$ cat config.mk
export PLATFORM = sky130hd
export DESIGN_NAME = hpdcache_refill_seq
export DESIGN_NICKNAME = d
export VERILOG_FILES = /design/src/rtl/hpdcache_refill_seq_pkg.sv /design/src/rtl/hpdcache_refill_line_buf.sv /design/src/rtl/hpdcache_refill_seq.sv
export SDC_FILE = /design/constraint.sdc
export NUM_CORES = 1
export LEC_CHECK = 0
export BUFFER_PORTS_ARGS = -buffer_cell sky130_fd_sc_hd__buf_2
export CAP_MARGIN = 25
export CORE_AREA = 2 2 188 190
export DETAILED_ROUTE_END_ITERATION = 8
export DIE_AREA = 0 0 190 192
export PLACE_DENSITY = 0.69
export RECOVER_POWER = 100
export SYNTH_ARGS = -nofsm -noshare
export SYNTH_HDL_FRONTEND = slang
export SYNTH_SLANG_ARGS = --single-unit
$ cat constraint.sdc
create_clock -name clk_i -period 2.8 [get_ports clk_i]
set_input_delay 0.28 -clock clk_i [delete_from_list [all_inputs] [get_ports clk_i]]
set_output_delay 0.28 -clock clk_i [all_outputs]
set_load 0.005 [all_outputs]
$ cat src/rtl/hpdcache_refill_seq_pkg.sv
// Shared types for the HPDcache refill sequencer: FSM state encoding and the
// per-line metadata captured from the owning MSHR entry.
package hpdcache_refill_seq_pkg;

  localparam int unsigned REFILL_SET_W  = 7;
  localparam int unsigned REFILL_WAY_W  = 2;
  localparam int unsigned REFILL_TAG_W  = 20;
  localparam int unsigned REFILL_WORD_W = 2;
  localparam int unsigned REFILL_TID_W  = 6;
  localparam int unsigned REFILL_SID_W  = 3;

  typedef enum logic [2:0] {
    REFILL_RECV  = 3'd0,
    REFILL_ACK   = 3'd1,
    REFILL_META  = 3'd2,
    REFILL_WRITE = 3'd3,
    REFILL_RSP   = 3'd4
  } refill_state_e;

  typedef struct packed {
    logic [REFILL_SET_W-1:0]  set;
    logic [REFILL_WAY_W-1:0]  way;
    logic [REFILL_TAG_W-1:0]  tag;
    logic [REFILL_WORD_W-1:0] word;
    logic [REFILL_TID_W-1:0]  tid;
    logic [REFILL_SID_W-1:0]  sid;
    logic                     need_rsp;
    logic                     is_prefetch;
    logic                     wback;
  } refill_meta_t;

endpackage

$ cat src/rtl/hpdcache_refill_line_buf.sv
// Cacheline assembly buffer: one register row per memory beat, full-line read
// plus a core-word select for the response path.
module hpdcache_refill_line_buf #(
  parameter int unsigned BeatsPerLine = 4,
  parameter int unsigned MemBeatBits  = 64,
  parameter int unsigned WordBits     = 64,
  parameter int unsigned WordIdxWidth = 2,
  parameter int unsigned BeatIdxWidth = 2
) (
  input  logic                                clk_i,
  input  logic                                i_wr_en,
  input  logic [BeatIdxWidth-1:0]             i_wr_idx,
  input  logic [MemBeatBits-1:0]              i_wr_data,
  input  logic [WordIdxWidth-1:0]             i_word_idx,
  output logic [MemBeatBits*BeatsPerLine-1:0] o_line,
  output logic [WordBits-1:0]                 o_word
);

  logic [MemBeatBits-1:0] r_beats [BeatsPerLine];

  // NOTE: the storage array is deliberately not reset; it is only observed
  // after a complete line has overwritten every row, and the owner gates it.
  always_ff @(posedge clk_i) begin
    if (i_wr_en) r_beats[i_wr_idx] <= i_wr_data;
  end

  always_comb begin
    o_line = '0;
    for (int b = 0; b < int'(BeatsPerLine); b++) begin
      o_line[b*MemBeatBits +: MemBeatBits] = r_beats[b];
    end
  end

  assign o_word = o_line[int'(i_word_idx)*WordBits +: WordBits];

endmodule

$ cat src/rtl/hpdcache_refill_seq.sv
// Refill sequencer: gathers the beats of one missed line, acks the MSHR,
// writes line and directory into the cache, then returns the core response.
module hpdcache_refill_seq
  import hpdcache_refill_seq_pkg::*;
#(
  parameter int unsigned MshrSetWidth = 2,
  parameter int unsigned MshrWayWidth = 1,
  parameter int unsigned MemBeatBits  = 64,
  parameter int unsigned BeatsPerLine = 4,
  parameter int unsigned WordBits     = 64,
  parameter int unsigned SetWidth     = REFILL_SET_W,
  parameter int unsigned WayWidth     = REFILL_WAY_W,
  parameter int unsigned TagWidth     = REFILL_TAG_W,
  parameter int unsigned WordIdxWidth = REFILL_WORD_W,
  parameter int unsigned TidWidth     = REFILL_TID_W,
  parameter int unsigned SidWidth     = REFILL_SID_W
) (
  input  logic                                 clk_i,
  input  logic                                 rst_ni,
  input  logic                                 mem_rsp_valid_i,
  output logic                                 mem_rsp_ready_o,
  input  logic [MshrWayWidth+MshrSetWidth-1:0] mem_rsp_id_i,
  input  logic [MemBeatBits-1:0]               mem_rsp_data_i,
  input  logic                                 mem_rsp_error_i,
  input  logic                                 mem_rsp_last_i,
  output logic                                 mshr_ack_req_o,
  input  logic                                 mshr_ack_gnt_i,
  output logic                                 mshr_ack_o,
  output logic [MshrSetWidth-1:0]              mshr_ack_set_o,
  output logic [MshrWayWidth-1:0]              mshr_ack_way_o,
  input  logic [TidWidth-1:0]                  mshr_ack_req_id_i,
  input  logic [SidWidth-1:0]                  mshr_ack_src_id_i,
  input  logic [SetWidth-1:0]                  mshr_ack_cache_set_i,
  input  logic [WayWidth-1:0]                  mshr_ack_cache_way_i,
  input  logic [TagWidth-1:0]                  mshr_ack_cache_tag_i,
  input  logic [WordIdxWidth-1:0]              mshr_ack_word_i,
  input  logic                                 mshr_ack_need_rsp_i,
  input  logic                                 mshr_ack_is_prefetch_i,
  input  logic                                 mshr_ack_wback_i,
  output logic                                 cache_wr_valid_o,
  input  logic                                 cache_wr_ready_i,
  output logic [SetWidth-1:0]                  cache_wr_set_o,
  output logic [WayWidth-1:0]                  cache_wr_way_o,
  output logic [TagWidth-1:0]                  cache_wr_tag_o,
  output logic [MemBeatBits*BeatsPerLine-1:0]  cache_wr_data_o,
  output logic                                 cache_wr_tag_valid_o,
  output logic                                 cache_wr_wback_o,
  output logic                                 core_rsp_valid_o,
  input  logic                                 core_rsp_ready_i,
  output logic [TidWidth-1:0]                  core_rsp_tid_o,
  output logic [SidWidth-1:0]                  core_rsp_sid_o,
  output logic [WordBits-1:0]                  core_rsp_data_o,
  output logic                                 core_rsp_error_o
);

  localparam int unsigned IdWidth      = MshrWayWidth + MshrSetWidth;
  localparam int unsigned LineBits     = MemBeatBits * BeatsPerLine;
  localparam int unsigned BeatIdxWidth = (BeatsPerLine > 1) ? $clog2(BeatsPerLine) : 1;
  localparam logic [BeatIdxWidth-1:0] LastBeat = BeatIdxWidth'(BeatsPerLine - 1);

  refill_state_e           r_state, w_state_d;
  logic [BeatIdxWidth-1:0] r_beat_cnt;
  logic [IdWidth-1:0]      r_id;
  logic                    r_error;
  refill_meta_t            r_meta;

  logic                    w_beat_acc, w_last_beat, w_wr_hs, w_rsp_hs, w_want_rsp;
  logic [LineBits-1:0]     w_line;
  logic [WordBits-1:0]     w_word;

  assign w_beat_acc  = mem_rsp_valid_i && (r_state == REFILL_RECV);
  assign w_last_beat = (r_beat_cnt == LastBeat);
  assign w_wr_hs     = (r_state == REFILL_WRITE) && cache_wr_ready_i;
  assign w_rsp_hs    = (r_state == REFILL_RSP) && core_rsp_ready_i;
  assign w_want_rsp  = r_meta.need_rsp && !r_meta.is_prefetch;

  // NOTE: the next state is defaulted before the case so every path assigns
  // it and no latch is inferred.
  always_comb begin
    w_state_d = r_state;
    unique case (r_state)
      REFILL_RECV:  if (w_beat_acc && w_last_beat) w_state_d = REFILL_ACK;
      REFILL_ACK:   if (mshr_ack_gnt_i) w_state_d = REFILL_META;
      REFILL_META:  w_state_d = REFILL_WRITE;
      REFILL_WRITE: if (cache_wr_ready_i) w_state_d = w_want_rsp ? REFILL_RSP : REFILL_RECV;
      REFILL_RSP:   if (core_rsp_ready_i) w_state_d = REFILL_RECV;
      default:      w_state_d = REFILL_RECV;
    endcase
  end

  // NOTE: all state below is updated with non-blocking assignments so every
  // register samples the pre-edge values of its neighbours.
  always_ff @(posedge clk_i or negedge rst_ni) begin
    if (!rst_ni) begin
      r_state    <= REFILL_RECV;
      r_beat_cnt <= '0;
      r_id       <= '0;
      r_error    <= 1'b0;
      r_meta     <= '0;
    end else begin
      r_state <= w_state_d;
      if (w_beat_acc) begin
        r_beat_cnt <= w_last_beat ? '0 : r_beat_cnt + 1'b1;
        if (r_beat_cnt == '0) r_id <= mem_rsp_id_i;
        r_error <= r_error | mem_rsp_error_i;
      end
      if (r_state == REFILL_META) begin
        r_meta <= '{set:         mshr_ack_cache_set_i,
                    way:         mshr_ack_cache_way_i,
                    tag:         mshr_ack_cache_tag_i,
                    word:        mshr_ack_word_i,
                    tid:         mshr_ack_req_id_i,
                    sid:         mshr_ack_src_id_i,
                    need_rsp:    mshr_ack_need_rsp_i,
                    is_prefetch: mshr_ack_is_prefetch_i,
                    wback:       mshr_ack_wback_i};
      end
      // The error flag belongs to one line; drop it whenever the line retires.
      if ((w_wr_hs && !w_want_rsp) || w_rsp_hs) r_error <= 1'b0;
    end
  end

  hpdcache_refill_line_buf #(
    .BeatsPerLine (BeatsPerLine),
    .MemBeatBits  (MemBeatBits),
    .WordBits     (WordBits),
    .WordIdxWidth (WordIdxWidth),
    .BeatIdxWidth (BeatIdxWidth)
  ) u_line_buf (
    .clk_i      (clk_i),
    .i_wr_en    (w_beat_acc),
    .i_wr_idx   (r_beat_cnt),
    .i_wr_data  (mem_rsp_data_i),
    .i_word_idx (r_meta.word),
    .o_line     (w_line),
    .o_word     (w_word)
  );

  assign mem_rsp_ready_o = (r_state == REFILL_RECV);

  assign mshr_ack_req_o = (r_state == REFILL_ACK);
  assign mshr_ack_o     = (r_state == REFILL_ACK) && mshr_ack_gnt_i;
  assign mshr_ack_set_o = r_id[MshrSetWidth-1:0];
  assign mshr_ack_way_o = r_id[IdWidth-1:MshrSetWidth];

  // Buffer contents are unreset, so the data buses are gated to zero when idle.
  assign cache_wr_valid_o     = (r_state == REFILL_WRITE);
  assign cache_wr_set_o       = r_meta.set;
  assign cache_wr_way_o       = r_meta.way;
  assign cache_wr_tag_o       = r_meta.tag;
  assign cache_wr_wback_o     = r_meta.wback;
  assign cache_wr_tag_valid_o = cache_wr_valid_o && !r_error;
  assign cache_wr_data_o      = cache_wr_valid_o ? w_line : '0;

  assign core_rsp_valid_o = (r_state == REFILL_RSP);
  assign core_rsp_tid_o   = r_meta.tid;
  assign core_rsp_sid_o   = r_meta.sid;
  assign core_rsp_error_o = r_error;
  assign core_rsp_data_o  = core_rsp_valid_o ? w_word : '0;

  a_last_on_final_beat: assert property (@(posedge clk_i) disable iff (!rst_ni)
    w_beat_acc |-> (mem_rsp_last_i == w_last_beat));
  a_id_stable_in_line: assert property (@(posedge clk_i) disable iff (!rst_ni)
    (w_beat_acc && (r_beat_cnt != '0)) |-> (mem_rsp_id_i == r_id));
  a_ack_needs_gnt: assert property (@(posedge clk_i) disable iff (!rst_ni)
    mshr_ack_o |-> mshr_ack_gnt_i);

endmodule

==> flow_summary_export.csv, run 1 <==
group,metric,value,unit
run,drv_cap,0,
clock_tree,h-tree-depth,2,
die,core,0.0343,sq mm
global_route,grt_overflow,0,
logic_synthesis,syn-num-nets,997,
sta,tightest_slew,1.47,ns
placement,dp_worst_setup_slack,0.612,ns
critical_path,required,2.52,ns
die,pin_count,487,
global_route,grt_usage,20.3,%
global_route,grt_max_degree,75,
final_layout,fin_nets,1557,
logic_synthesis,synthMuxAreaShare,14.2,%
power_and_ir_drop,seqPwrFrac,39.0,%
critical_path,crit_path_top_delay_cell,"dfrtp_4",
die,std_cell_rows,68,
logic_synthesis,synth_top_family_by_area,"simple AND/OR/NAND/NOR gates",
logic_synthesis,synth-async-reset-ratio,16.9,%
logic_synthesis,synthAdderAreaFrac,0.361,%
route,drtIter0Drc,418,
critical_path,rr_worst_depth,5,
route,antenna_left,0,
final_layout,drive_gt1_share,32.2,%
sta,skew,0.0149,ns
global_route,grt_pass1_wl,56.1,mm
clock_tree,cts_buffers,34,
logic_synthesis,syn_area_per_cell,15.8,sq um
die,initial_core_util,40.4,%
die,die_x,190,um
logic_synthesis,yosys_warnings,0,
clock_tree,clkTransAtPathRegs,0.06,ns
placement,place_area,0.0166,sq mm
logic_synthesis,syn_inst,875,
route,first_pass_iters,4,
logic_synthesis,syn_area,0.0139,sq mm
global_route,antenna_found_initial,1,
final_layout,fin_cells,1917,
sta,rsz0062_at_grt,"no",
logic_synthesis,synth_top_cell_by_area,"edfxtp_1",
final_layout,syn_to_final_growth,32.8,%
power_and_ir_drop,p_int,11.2,mW
placement,gp_congestion,0.862,
logic_synthesis,synthSimpleGateAreaFrac,15.6,%
placement,port_buffers,485,
die,dieHeight,192,um
critical_path,arrival,2.33,ns
final_layout,finish.instance_area,0.0184,sq mm
power_and_ir_drop,p_leak,7.25,nW
critical_path,crit_path_cell_trace,"buf_4 > mux4_2 > and2_0 > buf_2",
power_and_ir_drop,power.switching,4.97,mW
power_and_ir_drop,powerDensity,881,mW/mm^2
logic_synthesis,ys_top_cells_by_area,"edfxtp_1, and2_1, mux4_2",
critical_path,endpoint_kind,"primary output",
sta,hold_viol,0,
power_and_ir_drop,netSwitchingFraction,30.6,%
placement,dp_cells,1747,
sta,fin_crit_sh,93.1,%
route,wl_per_cell,20.0,um
logic_synthesis,synth-edff-count,256,
final_layout,fillers,2903,
clock_tree,cts.sinks,308,
route,wirelength,38.3,mm
clock_tree,cts_tree,"built",
sta,period_needed,2.61,ns
die,dieArea,0.0365,sq mm
power_and_ir_drop,irDropWorstVdd,0.583,mV
clock_tree,clk_latency,0.50,ns
logic_synthesis,ys_seq_elements,308,
route,vias_per_cell,4.82,
logic_synthesis,synth_xor_area_share,0,%
placement,dp_hpwl,26.3,mm
critical_path,max_stage_delay,0.69,ns
min_path,hold_path_class,"input pin to flop",
logic_synthesis,synth_top_area_share,55.5,%
route,vias,9239,
logic_synthesis,ys.flop_type,"edfxtp_1",
sta,slew_headroom,2.30,%
critical_path,startpoint_type,"flop",
sta,slew_violations,0,
power_and_ir_drop,power_frac_clock,27.2,%
sta,finalWorstSetupSlack,0.194,ns
power_and_ir_drop,combPwrFrac,33.8,%
power_and_ir_drop,power,16.2,mW
clock_tree,clockBufferDepth,3,
global_route,grt_pass1_vias,9522,
route,drc,0,
sta,max_freq,384,MHz
logic_synthesis,synth_cell_types,30,
min_path,hold_path_depth,2,
run_status,outcome,"complete, no violations",
logic_synthesis,synth_compound_area_share,0.370,%
sta,final.setup.tns,0,ns
logic_synthesis,ys_seq_area_share,64.9,%
sta,setup_viol,0,
clock_tree,clockRootBuffer,"clkbuf_16",
final_layout,regArea,0.00900,sq mm
final_layout,multiInputGateArea,0.00419,sq mm
critical_path,path_max_fanout,16,
clock_tree,cts_setup_buffers,0,
critical_path,criticalPathCategory,"flop to primary output",
==> worst paths after layout <==
path / slack, ns / from / endpoint
worst max-delay path: 0.19 / r_meta[12] / core_rsp_data_o[52]
min in group asynchronous: 0.66 / rst_ni / cache_wr_tag_o[13]
worst max register to register: 0.21 / r_state[2] / u_line_buf.r_beats[0][59]
worst min-delay path: 0.02 / mshr_ack_cache_tag_i[18] / cache_wr_tag_o[18]
max in group asynchronous: 0.78 / rst_ni / r_meta[12]
worst min register to register: 0.49 / cache_wr_tag_o[1] / cache_wr_tag_o[1]
==> layout make-up <==
class	count	area share, %
diodes	1	0.0136
clock buffers	42	5.13
clock inverters	20	0.959
inverters	7	0.177
multi-input cells	466	22.8
flip-flops and latches	308	48.9
well taps	455	3.09
repair buffers	618	18.9
==> power groups by stage <==
stage | combinational (mW) | clock (mW) | sequential, mW
4_1_cts | 5.85 | 4.54 | 6.31
3_3_place_gp | 5.65 | 0 | 6.37
6_report | 5.48 | 4.41 | 6.32
2_1_floorplan | 4.00 | 0 | 6.06
3_5_place_dp | 5.70 | 0 | 6.40
5_1_grt | 5.98 | 4.72 | 6.42
==> state kept, by name, indices dropped and copies added (netlist names) <==
name and count:
u_line_buf.r_beats 256, cache_wr_tag_o 20, cache_wr_set_o 7, core_rsp_tid_o 6
r_meta 4, core_rsp_sid_o 3, r_id 3, r_state 3
cache_wr_way_o 2, r_beat_cnt 2, cache_wr_wback_o 1, core_rsp_error_o 1
==> cell families (layout without fill, tap and decap cells) <==
family | count (synthesis) | after routing
compound gates | 7 | 7
fa+ha+maj | 4 | 4
buf+inv | 101 | 687
flops | 308 | 308
mux | 110 | 110
other cells | 0 | 1
simple gates | 345 | 345
==> timing repair <==
action | 4_1_cts | 5_1_grt
endpoints found under the hold margin | 314 | 0
hold buffers | 107 | 0
endpoints found under the setup margin | 0 | 62
resized for setup | 0 | 3
==> per-stage QoR <==
step                util (%)  hold WS, ns
finish                  53.7       0.0231
global route            53.7      0.00358
CTS                     54.8     0.000232
detailed placement      48.4        0.341
global placement        48.4        0.328
floorplan                  -      -0.0156
==> critical path, delay by kind of cell, from the launching register on <==
kind / cells / cell delay [ns]
buffers and inverters: 2 / 0.42
flip-flops: 1 / 0.69
AND/OR/NAND/NOR: 1 / 0.17
multiplexers: 1 / 0.53
==> cells in the final DEF (no fill, tap or decap), types with 2 or more instances in the layout <==
master,instances
dfrtp_4,2
ha_1,4
and2_2,2
buf_4,6
clkinv_1,7
nand2b_1,3
dlygate4sd3_1,107
mux2_1,5
clkinv_2,7
and2_0,127
nor2_1,7
and2_1,194
buf_2,284
dfrtp_1,49
clkbuf_4,5
inv_1,5
clkbuf_1,207
mux2_2,40
clkinvlp_4,4
clkbuf_2,8
mux4_2,64
bufinv_16,3
nand2_1,8
edfxtp_1,256
o21ai_0,2
buf_12,5
clkbuf_16,37
==> metal layers <==
metal / share of wire (%) / vias up / global-route usage, %
met5: 0 / - / 0
met4: 1.8 / 0 / 5.04
met3: 6.7 / 44 / 4.40
met2: 53 / 388 / 37.5
met1: 38 / 4587 / 23.9
li1: - / 4220 / -
==> cell usage after synthesis, types with 2 or more instances <==
library cell	number
and2_1	320
edfxtp_1	256
mux4_2	64
dfrtp_1	52
buf_4	41
mux2_2	40
clkbuf_1	30
buf_6	12
buf_2	9
nand2_1	7
nor2_1	7
inv_1	6
ha_1	4
and2_2	3
mux2_1	3
mux2_4	3
nand2b_1	3
clkbuf_2	2
o21ai_0	2
No activity file was read; power rests on OpenSTA's default activity.
==> run 2, diff against run 1 <==
Settings changed: PLACE_DENSITY 0.69 to 0.7, SYNTH_HIERARCHICAL set to 1.
==> run 2 against run 1 <==
Synthesized area rose by 0.54%; combinational power increased by 1%; critical endpoint is now core_rsp_data_o[38]; via count is essentially flat; highest routed layer unchanged; first-iteration DRC count is 10% higher; global-route usage decreased by 0.074 points; largest power group unchanged; clock skew increased by 0.0061 ns.
==> flow_summary_export.csv, run 2 <==
group,metric,value,unit
route,antenna_left,0,
logic_synthesis,synth_top_cell_by_area,"edfxtp_1",
logic_synthesis,synth-async-reset-ratio,16.9,%
route,vias_per_cell,4.84,
power_and_ir_drop,p_int,10.9,mW
sta,slew_headroom,11.1,%
logic_synthesis,synth_cell_types,34,
power_and_ir_drop,powerDensity,868,mW/mm^2
placement,gp_congestion,0.788,
die,dieArea,0.0365,sq mm
logic_synthesis,ys_top_cells_by_area,"edfxtp_1, and2_1, mux4_2",
critical_path,endpoint_kind,"primary output",
critical_path,criticalPathCategory,"flop to primary output",
critical_path,path_max_fanout,26,
power_and_ir_drop,power.switching,4.93,mW
final_layout,final_common_cell,"buf_2",
clock_tree,clockRootBuffer,"clkbuf_16",
route,wirelength,37.9,mm
route,drtIter0Drc,460,
global_route,grt_max_degree,108,
power_and_ir_drop,power_frac_clock,25.6,%
clock_tree,clockBufferDepth,3,
die,die_x,190,um
power_and_ir_drop,irDropWorstVdd,0.563,mV
clock_tree,cts_setup_buffers,0,
run,drv_cap,0,
route,first_pass_iters,5,
placement,dp_hpwl,24.4,mm
final_layout,drive_gt1_share,30.3,%
power_and_ir_drop,combPwrFrac,35.1,%
sta,hold_viol,0,
sta,finalWorstSetupSlack,0.158,ns
clock_tree,cts.sinks,308,
logic_synthesis,ys.flop_type,"edfxtp_1",
sta,fin_crit_sh,94.4,%
final_layout,finish.instance_area,0.0183,sq mm
logic_synthesis,synth-edff-count,256,
logic_synthesis,ys_seq_area_share,64.5,%
placement,place_area,0.0165,sq mm
final_layout,mostFrequentLayoutCells,"buf_2, edfxtp_1, clkbuf_1",
final_layout,fin_nets,1549,
power_and_ir_drop,netSwitchingFraction,31.1,%
global_route,grt_overflow,0,
clock_tree,clk_latency,0.51,ns
route,wl_per_cell,19.9,um
global_route,grt_usage,20.2,%
global_route,grt_pass1_vias,9804,
clock_tree,cts_buffers,34,
clock_tree,cts_tree,"built",
sta,period_needed,2.64,ns
placement,port_buffers,485,
placement,dp_worst_setup_slack,0.740,ns
die,core,0.0343,sq mm
logic_synthesis,syn_inst,873,
critical_path,rr_worst_depth,3,
die,std_cell_rows,68,
route,drc,0,
sta,slew_violations,0,
critical_path,startpoint_type,"flop",
sta,rsz0062_at_grt,"no",
global_route,antenna_found_initial,2,
power_and_ir_drop,p_leak,7.10,nW
logic_synthesis,syn-num-nets,993,
route,vias,9232,
global_route,grt_pass1_wl,56.1,mm
critical_path,required,2.52,ns
clock_tree,h-tree-depth,2,
critical_path,arrival,2.36,ns
logic_synthesis,syn_area,0.0139,sq mm
final_layout,largest-register,"u_line_buf/r_beats",
logic_synthesis,syn_area_per_cell,16.0,sq um
min_path,hold_path_class,"input pin to flop",
logic_synthesis,synth_top_area_share,55.2,%
power_and_ir_drop,seqPwrFrac,39.3,%
die,pin_count,487,
die,initial_core_util,40.6,%
final_layout,syn_to_final_growth,31.0,%
logic_synthesis,synth.most_common_cell,"and2_1",
logic_synthesis,synth_commonest_cells,"and2_1, edfxtp_1, mux4_2, dfrtp_1, mux2_2",
sta,max_freq,378,MHz
sta,setup_viol,0,
logic_synthesis,yosys_warnings,6,
sta,skew,0.0210,ns
sta,tightest_slew,1.33,ns
min_path,hold_path_depth,2,
die,dieHeight,192,um
logic_synthesis,ys_seq_elements,308,
run_status,outcome,"complete, no violations",
final_layout,largest_reg_flops,256,
sta,whs,0.0370,ns
clock_tree,clkTransAtPathRegs,0.06,ns
-- run 2: cell types whose count changed in the layout (fill, tap and decap cells not counted), sizes merged, moves of 3 or more --
cell	change
buf	-15
clkinv	-5
clkbuf	+10
clkinvlp	-3
and2	-3
-- run 2: critical path: stages (launching register included) --
cell     delay [ns]
dfrtp_2        0.85
buf_4          0.35
mux4_2         0.31
and2_0         0.17
buf_2          0.13
-- run 2: stage by stage --
| stage | power [mW] | TNS [ns] | instances | util (%) |
|---|---|---|---|---|
| after floorplan | 10.2 | -21.73 | 873 | - |
| after CTS | 16.3 | 0 | 1903 | 54.3 |
| after global placement | 12.0 | 0 | 1739 | 48.2 |
| after detailed placement | 12.1 | 0 | 1739 | 48.2 |
| after global routing | 16.7 | 0 | 1905 | 53.2 |
| final | 15.8 | 0 | 1906 | 53.3 |
-- run 2: routing by layer --
metal	up-vias	global-route usage [%]	routed length [um]
met2	372	36.9	19800
met4	0	5.87	980
met5	-	0	0
met3	72	6.27	3140
met1	4579	22.7	14000
li1	4209	-	-
-- run 2: kinds of logic (layout without fill, tap and decap cells) --
family | after synthesis | after routing | share of synthesized area (%)
and+or+nand+nor | 346 | 346 | 15.6
DFF | 308 | 308 | 64.5
muxes | 110 | 110 | 14.2
buffers and inverters | 100 | 675 | 5.12
AOI/OAI and AO/OA | 7 | 7 | 0.368
adders and majority gates | 2 | 2 | 0.180
other | 0 | 3 | 0
-- run 2: cell type report --
cell class	instances	area [sq um]
fill	2884	16000
sequential	308	8990
multi-input combinational	465	4200
timing repair buffer	614	3470
clock buffer	43	906
tap	455	569
clock inverter	12	85.1
inverter	6	25.0
antenna	3	7.51
-- run 2: power groups by stage --
stage / clock, mW / sequential [mW] / combinational [mW]
3_3_place_gp: 0 / 6.28 / 5.70
3_5_place_dp: 0 / 6.32 / 5.73
6_report: 4.06 / 6.22 / 5.56
2_1_floorplan: 0 / 6.08 / 4.15
4_1_cts: 4.18 / 6.23 / 5.88
5_1_grt: 4.35 / 6.30 / 6.05
-- run 2: final timing paths --
check | startpoint | end | slack (ns)
worst max-delay path | r_meta[13] | core_rsp_data_o[38] | 0.16
min in group asynchronous | rst_ni | cache_wr_wback_o | 0.61
worst min register to register | cache_wr_tag_o[0] | cache_wr_tag_o[0] | 0.48
worst max register to register | r_state[1] | u_line_buf/r_beats[0][16] | 0.20
worst min-delay path | mshr_ack_cache_tag_i[6] | cache_wr_tag_o[6] | 0.04
max in group asynchronous | rst_ni | cache_wr_set_o[0] | 0.63
-- run 2: what timing repair did --
action | 4_1_cts | 5_1_grt
hold buffers | 109 | 0
gates resized for setup | 0 | 0
hold endpoints to repair | 319 | 0
==> run 3, diff against run 2 <==
Settings changed: BUFFER_PORTS_ARGS -buffer_cell sky130_fd_sc_hd__buf_2 to -buffer_cell sky130_fd_sc_hd__clkbuf_2.
==> run 3 against run 2 <==
Fmax is 0.44% lower; register-to-register slack worse by 0.05 ns; critical path type is now flop to flop; largest power group unchanged; sequential share of layout area is 0.078 points higher.
==> flow_summary_export.csv, run 3 (synthesized netlist as in run 2, its figures left out) <==
group,metric,value,unit
route,vias_per_cell,4.88,
power_and_ir_drop,power_frac_clock,26.3,%
route,drc,0,
die,die_x,190,um
clock_tree,clk_latency,0.50,ns
final_layout,largest_reg_flops,256,
global_route,grt_usage,20.1,%
route,wl_per_cell,19.9,um
clock_tree,clkTransAtPathRegs,0.06,ns
critical_path,endpoint_kind,"flop",
clock_tree,cts_setup_buffers,0,
final_layout,mostFrequentLayoutCells,"clkbuf_2, edfxtp_1, clkbuf_1",
clock_tree,cts_tree,"built",
critical_path,critPathBufInv,1,
global_route,antenna_found_initial,1,
critical_path,path_max_fanout,64,
power_and_ir_drop,netSwitchingFraction,30.9,%
power_and_ir_drop,seqPwrFrac,39.1,%
die,std_cell_rows,68,
power_and_ir_drop,combPwrFrac,34.6,%
die,dieHeight,192,um
power_and_ir_drop,power.switching,4.94,mW
clock_tree,cts.sinks,308,
critical_path,crit_family,"simple AND/OR/NAND/NOR gates",
final_layout,final_common_cell,"clkbuf_2",
sta,rsz0062_at_grt,"no",
route,wirelength,37.7,mm
placement,port_buffers,485,
power_and_ir_drop,power,16.0,mW
critical_path,max_stage_delay,0.86,ns
run_status,outcome,"complete, no violations",
die,dieArea,0.0365,sq mm
critical_path,criticalPathCategory,"flop to flop",
final_layout,drive_gt1_share,32.5,%
min_path,hold_path_class,"input pin to flop",
final_layout,fin_nets,1541,
run,drv_cap,0,
clock_tree,clockRootBuffer,"clkbuf_16",
clock_tree,cts_buffers,34,
final_layout,multiInputGateArea,0.00421,sq mm
sta,hold_viol,0,
final_layout,regArea,0.00900,sq mm
power_and_ir_drop,powerDensity,876,mW/mm^2
die,core,0.0343,sq mm
clock_tree,clockBufferDepth,3,
critical_path,arrival,2.78,ns
power_and_ir_drop,irDropWorstVdd,0.595,mV
route,vias,9262,
global_route,grt_pass1_vias,9807,
sta,period_needed,2.65,ns
sta,tightest_slew,1.21,ns
clock_tree,h-tree-depth,2,
critical_path,crit_path_cell_trace,"nor4b_1 > and3b_4 > clkbuf_8",
final_layout,syn_to_final_growth,30.9,%
global_route,grt_max_degree,103,
sta,fin_crit_sh,94.8,%
sta,setup_viol,0,
critical_path,startpoint_type,"flop",
sta,whs,0.0251,ns
power_and_ir_drop,p_leak,7.00,nW
critical_path,rrSetupSlack,0.15,ns
critical_path,crit_path_top_delay_cell,"nor4b_1",
placement,dp_hpwl,25.0,mm
route,antenna_left,0,
sta,finalWorstSetupSlack,0.146,ns
die,initial_core_util,40.6,%
route,first_pass_iters,4,
final_layout,fillers,2930,
placement,dp_worst_setup_slack,0.680,ns
final_layout,largest-register,"u_line_buf/r_beats",
global_route,grt_overflow,0,
global_route,grt_pass1_wl,56.1,mm
sta,max_freq,377,MHz
placement,gp_congestion,0.792,
die,pin_count,487,
route,drtIter0Drc,327,
power_and_ir_drop,p_int,11.0,mW
critical_path,required,2.93,ns
sta,slew_violations,0,
sta,slew_headroom,19.5,%
sta,skew,0.0142,ns
final_layout,diodes,0,
## run 3: cell count changes in the layout (fill, tap and decap cells not counted), sizes merged
cell / delta
dlygate4sd3: -10
clkbuf: +273
diode: -3
clkinv: +2
bufinv: +1
buf: -270
## run 3: final timing paths
| path | from | depth (start not counted) | endpoint |
|---|---|---|---|
| max in group asynchronous | rst_ni | 3 | cache_wr_set_o[1] |
| min in group asynchronous | rst_ni | 2 | cache_wr_tag_o[7] |
| setup / recovery | r_state[1] | 3 | u_line_buf/r_beats[1][8] |
| setup reg to reg | r_state[1] | 3 | u_line_buf/r_beats[1][8] |
| hold reg to reg | r_id[0] | 1 | r_id[0] |
| hold / removal | mshr_ack_src_id_i[2] | 2 | core_rsp_sid_o[2] |
## run 3: timing repair
item	4_1_cts	5_1_grt
setup endpoints to repair	0	2
resized for setup	0	1
hold buffers	99	0
hold endpoints to repair	295	0
## run 3: area by class of cell
type	instances	area share, %
clock inverter	15	0.665
multi-input combinational	465	23.1
clock buffer	44	5.04
timing repair buffer	606	18.6
sequential	308	49.3
tap	455	3.12
inverter	6	0.137
## run 3: worst reg2reg max path: cells and delay by family, from the launching register on
| family | cells | cell delay, ns |
|---|---|---|
| buf+inv | 1 | 0.47 |
| flops | 1 | 0.47 |
| simple gates | 2 | 1.17 |
## run 3: metal layers
layer | vias up | GRT usage [%] | wire (um)
met3 | 84 | 6.30 | 3390
met4 | 2 | 6.92 | 1110
met5 | - | 0 | 11
met1 | 4578 | 22.2 | 13600
met2 | 414 | 36.5 | 19700
li1 | 4184 | - | -
## run 3: power by group through the flow
| stage | registers, mW | clock network, mW | logic, mW |
|---|---|---|---|
| after floorplan | 6.08 | 0 | 4.15 |
| after global placement | 6.31 | 0 | 5.78 |
| after detailed placement | 6.35 | 0 | 5.82 |
| after CTS | 6.26 | 4.31 | 5.96 |
| after global routing | 6.33 | 4.46 | 6.04 |
| final | 6.25 | 4.20 | 5.52 |
## run 3: per-stage QoR
step / setup TNS (ns) / instance area (sq um) / util (%) / std cells
global placement: 0 / 16600 / 48.4 / 1741
finish: 0 / 18200 / 53.2 / 1899
global route: 0 / 18200 / 53.2 / 1899
CTS: 0 / 18600 / 54.3 / 1899
detailed placement: 0 / 16600 / 48.4 / 1741
floorplan: -21.73 / 14000 / - / 873
